**src/rtl/rca_seq_pkg.sv**
```systemverilog
// Shared types and constants for the nibble-serial adder controller.
package rca_seq_pkg;

    typedef enum logic [1:0] {
        IDLE = 2'd0,
        RUN  = 2'd1,
        DONE = 2'd2
    } state_t;

    localparam int NIB_W = 4;

endpackage

```
**src/rtl/rca_seq_ctrl_if.sv**
```systemverilog
// Operand/result handshake bundle; master is the requester/consumer side, slave is the adder controller.
interface rca_seq_ctrl_if #(
    parameter int WIDTH = 16
) ();
    logic             in_valid;
    logic             in_ready;
    logic [WIDTH-1:0] a;
    logic [WIDTH-1:0] b;
    logic             cin;
    logic             out_valid;
    logic             out_ready;
    logic [WIDTH-1:0] sum;
    logic             cout;

    modport master (
        output in_valid, a, b, cin, out_ready,
        input  in_ready, out_valid, sum, cout
    );

    modport slave (
        input  in_valid, a, b, cin, out_ready,
        output in_ready, out_valid, sum, cout
    );
endinterface

```
**src/rtl/rca.sv**
```systemverilog
// 4-bit ripple-carry adder, purely combinational.
// Latency 0; no flow control.
module rca (
    input  logic [3:0] a,
    input  logic [3:0] b,
    input  logic       cin,
    output logic [3:0] sum,
    output logic       cout
);
    logic [4:0] c;

    assign c[0] = cin;

    for (genvar i = 0; i < 4; i++) begin : g_bit
        assign sum[i]   = a[i] ^ b[i] ^ c[i];
        assign c[i+1]   = (a[i] & b[i]) | (c[i] & (a[i] ^ b[i]));
    end

    assign cout = c[4];
endmodule

```
**src/rtl/rca_seq_ctrl.sv**
```systemverilog
// Full-width add built from one shared 4-bit ripple adder, one nibble per cycle, LSB first.
// Latency: out_valid rises WIDTH/4 cycles after accept; result holds until out_ready, new operands may be taken on the same edge.
module rca_seq_ctrl
    import rca_seq_pkg::*;
#(
    parameter int WIDTH = 16
) (
    input  logic            clk,
    input  logic            rst,
    rca_seq_ctrl_if.slave   bus
);
    localparam int NIB   = WIDTH / NIB_W;
    localparam int IDX_W = (NIB > 1) ? $clog2(NIB) : 1;
    localparam logic [IDX_W-1:0] LAST_IDX = IDX_W'(NIB - 1);

    state_t             state_q, state_d;
    logic [WIDTH-1:0]   a_q, b_q, acc_q, acc_d, sum_q;
    logic               carry_q, cout_q;
    logic [IDX_W-1:0]   idx_q;
    logic [NIB_W-1:0]   nib_a, nib_b, nib_s;
    logic               nib_co;
    logic               in_ready_c, out_valid_c, accept, last;

    assign nib_a = a_q[idx_q*NIB_W +: NIB_W];
    assign nib_b = b_q[idx_q*NIB_W +: NIB_W];
    assign last  = (idx_q == LAST_IDX);

    rca u_rca (
        .a    (nib_a),
        .b    (nib_b),
        .cin  (carry_q),
        .sum  (nib_s),
        .cout (nib_co)
    );

    always_comb begin
        state_d     = state_q;
        in_ready_c  = 1'b0;
        out_valid_c = 1'b0;
        acc_d       = acc_q;
        acc_d[idx_q*NIB_W +: NIB_W] = nib_s;
        case (state_q)
            IDLE: begin
                in_ready_c = 1'b1;
                if (bus.in_valid) state_d = RUN;
            end
            RUN: begin
                if (last) state_d = DONE;
            end
            DONE: begin
                out_valid_c = 1'b1;
                in_ready_c  = bus.out_ready;
                // Releasing the result and taking new operands share one edge.
                if (bus.out_ready) state_d = bus.in_valid ? RUN : IDLE;
            end
            default: state_d = IDLE;
        endcase
    end

    assign accept = bus.in_valid & in_ready_c;

    always_ff @(posedge clk) begin
        if (rst) begin
            state_q <= IDLE;
            idx_q   <= '0;
            carry_q <= 1'b0;
            a_q     <= '0;
            b_q     <= '0;
            acc_q   <= '0;
            sum_q   <= '0;
            cout_q  <= 1'b0;
        end else begin
            state_q <= state_d;
            if (accept) begin
                a_q     <= bus.a;
                b_q     <= bus.b;
                carry_q <= bus.cin;
                idx_q   <= '0;
            end else if (state_q == RUN) begin
                acc_q   <= acc_d;
                carry_q <= nib_co;
                idx_q   <= last ? '0 : idx_q + 1'b1;
                // Partial nibbles stay in acc_q; sum only changes once complete.
                if (last) begin
                    sum_q  <= acc_d;
                    cout_q <= nib_co;
                end
            end
        end
    end

    assign bus.in_ready  = in_ready_c;
    assign bus.out_valid = out_valid_c;
    assign bus.sum       = sum_q;
    assign bus.cout      = cout_q;
endmodule

```
**src/flat_wrapper.sv**
```systemverilog
// flat-port wrapper written by rule: the top's interface ports become plain ports
module rca_seq_ctrl_flat import rca_seq_pkg::*;
#(
    parameter int WIDTH = 16
)
  (clk, rst, bus_in_valid, bus_a, bus_b, bus_cin, bus_out_ready, bus_in_ready, bus_out_valid, bus_sum, bus_cout);
  rca_seq_ctrl_if #(.WIDTH(WIDTH)) bus_i ();
  input  logic clk;
  input  logic rst;
  input wire logic [$bits(bus_i.in_valid)-1:0] bus_in_valid;
  input wire logic [$bits(bus_i.a)-1:0] bus_a;
  input wire logic [$bits(bus_i.b)-1:0] bus_b;
  input wire logic [$bits(bus_i.cin)-1:0] bus_cin;
  input wire logic [$bits(bus_i.out_ready)-1:0] bus_out_ready;
  output wire logic [$bits(bus_i.in_ready)-1:0] bus_in_ready;
  output wire logic [$bits(bus_i.out_valid)-1:0] bus_out_valid;
  output wire logic [$bits(bus_i.sum)-1:0] bus_sum;
  output wire logic [$bits(bus_i.cout)-1:0] bus_cout;
  assign bus_i.in_valid = bus_in_valid;
  assign bus_i.a = bus_a;
  assign bus_i.b = bus_b;
  assign bus_i.cin = bus_cin;
  assign bus_i.out_ready = bus_out_ready;
  assign bus_in_ready = bus_i.in_ready;
  assign bus_out_valid = bus_i.out_valid;
  assign bus_sum = bus_i.sum;
  assign bus_cout = bus_i.cout;
  rca_seq_ctrl #(.WIDTH(WIDTH)) u_core (.clk(clk), .rst(rst), .bus(bus_i));
endmodule
```
**config.mk**
```make
export PLATFORM = sky130hd
export DESIGN_NAME = rca_seq_ctrl_flat
export DESIGN_NICKNAME = d
export VERILOG_FILES = /design/src/rtl/rca_seq_pkg.sv /design/src/rtl/rca_seq_ctrl_if.sv /design/src/rtl/rca.sv /design/src/rtl/rca_seq_ctrl.sv /design/src/flat_wrapper.sv
export SDC_FILE = /design/constraint.sdc
export NUM_CORES = 1
export LEC_CHECK = 0
export ABC_AREA = 1
export CORE_MARGIN = 4
export CORE_UTILIZATION = 30
export CTS_CLUSTER_DIAMETER = 80
export DETAILED_ROUTE_END_ITERATION = 8
export GPL_ROUTABILITY_DRIVEN = 0
export GPL_TIMING_DRIVEN = 0
export MAX_ROUTING_LAYER = met4
export SETUP_SLACK_MARGIN = 0.1
export SYNTH_ARGS = -nofsm -noshare
export SYNTH_HDL_FRONTEND = slang
export SYNTH_SLANG_ARGS = --single-unit
```
**constraint.sdc**
```tcl
create_clock -name clk -period 7.15 [get_ports clk]
set_input_delay 1.43 -clock clk [delete_from_list [all_inputs] [get_ports clk]]
set_output_delay 1.43 -clock clk [all_outputs]
set_load 0.05 [all_outputs]
```
Word-level counts from Yosys, hierarchy flattened
Index checks and enable logic that the tools add are counted.
Storage, ports and cells
  output and inout port bits: 19
  input port bits: 37
  register bits after elaboration: 70
  logic and storage cells: 59
Operators by class
  shift operators: 4
  multiplexer cells: 11
  $add $sub $neg: 2
  equality and inequality tests: 6
  bitwise gates (word level): 22
  reduce and logical (&&, ||, !) cells: 6
Operators by type and width (number)
  negation 4 -> 34 bit: 1
  variable shift 4 x 34 -> 16 bit, first input constant: 1
  indexed part select 4 x 34 -> 16 bit: 1
  indexed part select 16 x 5 -> 4 bit: 2
  bitwise mux 16 bit: 1
  AND 1 bit: 9
  2-to-1 mux 2 bit: 4
  XOR 1 bit: 8
  case mux 2 bit (3 select lines): 1
  AND reduction 3 bit: 2
  == test 2 bit, second input constant: 2
  2-to-1 mux 1 bit: 4
  != test 2 bit, second input constant: 2
  bitwise OR 1 bit: 4
  adder 2 x 1 -> 2 bit, second input constant: 1
  == test 2 x 1 -> 1 bit, second input constant: 1
  zero test 2 bit: 1
  != test 2 x 1 -> 1 bit, second input constant: 1
  case mux 1 bit (2 select lines): 1
  AND reduction 2 bit: 1
  nonzero test 2 bit: 1
  OR reduction 2 bit: 1
  NOT 1 bit: 1

Depth between registers and ports, before layout
  depth in word-level cells: 12
  depth in mapped cells: 18
  mapped depth without buffers: 16

Modules after synthesis
Synthesis repeated with hierarchy kept, for this count alone.
Unflattened totals
  cell total of the unflattened synthesis: 503
  area, all modules: 3372.0 um^2
Modules (own cells, without submodules)
  rca_seq_ctrl: cells each 489, sequential area each 1401.3 um^2, area an instance 3254.4 um^2, instances 1
  rca: cells each 14, sequential area each 0.0 um^2, area an instance 117.6 um^2, instances 1

Worst setup path after synthesis
No wires, ideal clock.
  kind: input to output
  from: input port bus_out_ready
  to: output port bus_in_ready
  slack: 3487 ps
  cell stages on the path: 2
  buffers on the path: 0
  data arrival time: 2233 ps
  path through: inv_1 a21oi_1
Between the ends
  cells in the longest elaborated chain, start to end: 1
RTL lines
  start, declared: line flat_wrapper.sv:14  | input wire logic [$bits(bus_i.out_ready)-1:0] bus_out_ready;
  case mux 1 bit (2 select lines): line rca_seq_ctrl.sv:42  | case (state_q)
  end, declared: line flat_wrapper.sv:15  | output wire logic [$bits(bus_i.in_ready)-1:0] bus_in_ready;
Every way passes these cells.

Worst setup path in the final report
Ends and elaborated chain as after synthesis.

==> results by group <==
Worst setup path
  – FF-to-FF setup slack: 3630 ps
  – Reg2Reg Depth: 16
  – CP Data Arrival Time: just under 3000 ps
  – Crit Path Max Fanout: 3
  – Crit Path Category: in2out
  – WP data required: 5720 ps
  – Setup crit start: bus_out_ready
  – Start of the worst register-to-register path: u_core.idx_q[1]$_SDFFE_PP0N_
  – Worst r2r dst: u_core.acc_q[15]$_SDFFE_PP0P_
  – Crit start category: primary input
  – Setup crit end kind: output port

Placement
  – IO buf count: 54
  – DPL Wire Length: around 6700 µm
  – # placed instances: 750

Die
  – Initial Util: 30.9%
  – Die ar.: around 0.014 mm²
  – # rows: 39
  – Core region area: 0.0115 mm²
  – DIE WIDTH: 117 µm
  – Die height: 117 µm
  – I/O pin cnt: 56

Timing
  – Worst slew pin tran: 506 ps
  – Final max-slew violation count: 0
  – Hold Vio Cnt, Final: 0
  – Relative slew slack: roughly 66%
  – Post-route minimum period: between 4000 and 5000 ps
  – RSZ-0062 raised after global routing: no
  – Finish-stage setup viols: 0
  – Clock Skew: 6.22 ps
  – Setup_tns: 0 ps
  – Fmax achieved: between 200 and 250 MHz
  – Final Hold Slack: between 400 and 500 ps
  – Ratio of final minimum period to clock period: 60.4%

Clock tree
  – Cts bufs inserted: 9
  – Worst-path clk slew: 60 ps
  – Postcts setup bufs: 0
  – CTS tree: yes
  – PostCTS Resize Cnt: 0
  – Clock latency on the worst-skew pair: 330 ps
  – Clock root buffer: clkbuf_16
  – Hold Buf Count CTS: 0
  – Number of H-tree levels: 3
  – CTS sink count: 70
  – Max Buffers Root-to-Sink: 2

Global route
  – Largest net degree at the start of global routing: 13
  – Grt total ovfl: 0
  – Vias in the first global route: 3226
  – Antenna violations before repair: 0
  – Gr usage total: ~14%
  – First-pass GRT wire length: 14800 µm

Detailed routing
  – Wire per inst: roughly 12 µm
  – Routed vias: 3338
  – Met3 WL: 446 µm
  – DRT met1 WL: approximately 4000 µm
  – Final WL: 8910 µm
  – Vias per inst: roughly 4.4
  – Top layer in use: met4
  – Drt initial violations: 155
  – DRT Pass-1 Iters: 4
  – WL met2: 4300 µm
  – DRC viols: 0
  – Routed Antenna Nets: 0

Final layout
  – P&R area growth vs syn: 28.2%
  – Fraction of layout cells with a size suffix above 1: 5.94%
  – Layout Cells excl Fill: 766
  – Layout net count: between 600 and 700
  – Number of fill cells: 1225
  – Number of antenna diodes: 0

Yosys
  – Cells after Synth: 553
  – Post-synth top area cell: dfxtp_1
  – #FFs+latches synth: 70
  – Warnings, synthesis: 0
  – Synth top area cells: dfxtp_1 39%, nand2_1 14%, nor2_1 12%
  – Synth Area per Inst: about 6.4 µm²
  – Post-synth top area share: 39.3%
  – Mapped Area: roughly 0.0036 mm²
  – Synth cell types: 23
  – Post-Syn Nets: 600
  – Seq/Total Area, Yosys: 39.3%

Power
  – Maximum vdd drop: 0.000118 V
  – Sw Share: 27.4%
  – Clock share of power: 41.7%
  – Total power: 1.01 mW
  – Internal: 0.735 mW
  – Part of the power in registers: 42.3%
  – Pleak: 2.20 nW
  – Pwr dens: between 200 and 250 mW/mm²
  – Combinational power share: 16.0%
  – Net switching component of the power: about 0.28 mW

Run
  – Max Cap Violations: 0

Min path
  – Min-delay src: u_core.bus.cout$_SDFFE_PP0P_
  – Hold Path Class: reg2reg
  – Hold Path End: u_core.bus.cout$_SDFFE_PP0P_
  – Hold path depth: 2

Run status
  – Status: finished, final reports clean
-- cell usage in the layout, fill, tap and decap left out, drive strengths merged --
cell type,count
nand4,2
clkinv,6
a21oi,30
o21ai,16
o22ai,4
clkinvlp,2
inv,96
clkbuf,18
buf,17
nor2,114
ha,6
nand2,138
dfxtp,70
nand3b,2
fa,4
clkdlybuf4s50,54
nand3,44
-- layout make-up --
cell class                 count  area, µm²  share of cell area (%)
multi-input combinational    360       1640                    36.0
sequential                    70       1400                    30.7
timing repair buffer          54        541                    11.8
inverter                      99        372                    8.13
clock buffer                  11        253                    5.53
tap                          143        179                    3.92
buffer                        24        146                    3.20
clock inverter                 5       33.8                   0.740
-- synthesized netlist by cell type (all sizes together) --
master / count
a21oi: 30
buf: 17
clkbuf: 7
clkinv: 3
dfxtp: 70
fa: 4
ha: 6
inv: 96
nand2: 138
nand3: 44
nand3b: 2
nand4: 2
nor2: 114
o21ai: 16
o22ai: 4
-- critical path: stages --
cell and delay, ps:
clkdlybuf4s50_1 450, inv_1 60, a21oi_1 130, clkdlybuf4s50_1 820
-- registers in the layout (all words and copies together) (netlist names) --
signal           cells
u_core.a_q          16
u_core.acc_q        16
u_core.b_q          16
u_core.bus.sum      16
u_core.idx_q         2
u_core.state_q       2
u_core.bus.cout      1
u_core.carry_q       1
-- per-stage QoR --
step	setup WS (ps)	util, %	instance area (µm²)
after CTS	2830	39.7	4570
final	2830	39.7	4570
after global routing	2790	39.7	4570
after detailed placement	2830	37.2	4280
after global placement	2830	37.2	4280
after floorplan	3490	-	3560
-- worst max path at each step --
stage / slack, ps / end
finish: 2830 / bus_in_ready
global route: 2790 / bus_in_ready
CTS: 2830 / bus_in_ready
detailed placement: 2830 / bus_in_ready
global placement: 2830 / bus_in_ready
floorplan: 3490 / bus_in_ready
-- metal layers --
metal	track usage (%)	vias up
li1	-	1786
met5	-	-
met3	3.80	7
met4	3.29	0
met2	23.4	86
met1	16.9	1459
-- cells by family (layout without fill, tap and decap cells) --
| family | Yosys count | after routing | share of synthesized area (%) |
|---|---|---|---|
| compound gates | 50 | 50 | 7.17 |
| fa+ha+maj | 10 | 10 | 4.36 |
| simple gates | 300 | 300 | 34.6 |
| buf+inv | 123 | 193 | 14.5 |
| flops | 70 | 70 | 39.3 |
-- power by group through the flow --
stage	Sequential, mW	Combinational, mW	Clock (mW)
4_1_cts	0.428	0.162	0.434
6_report	0.428	0.162	0.422
5_1_grt	0.431	0.184	0.446
3_3_place_gp	0.436	0.158	0
3_5_place_dp	0.437	0.161	0
2_1_floorplan	0.433	0.111	0
Note: power is estimated with default switching activity, not from simulation.
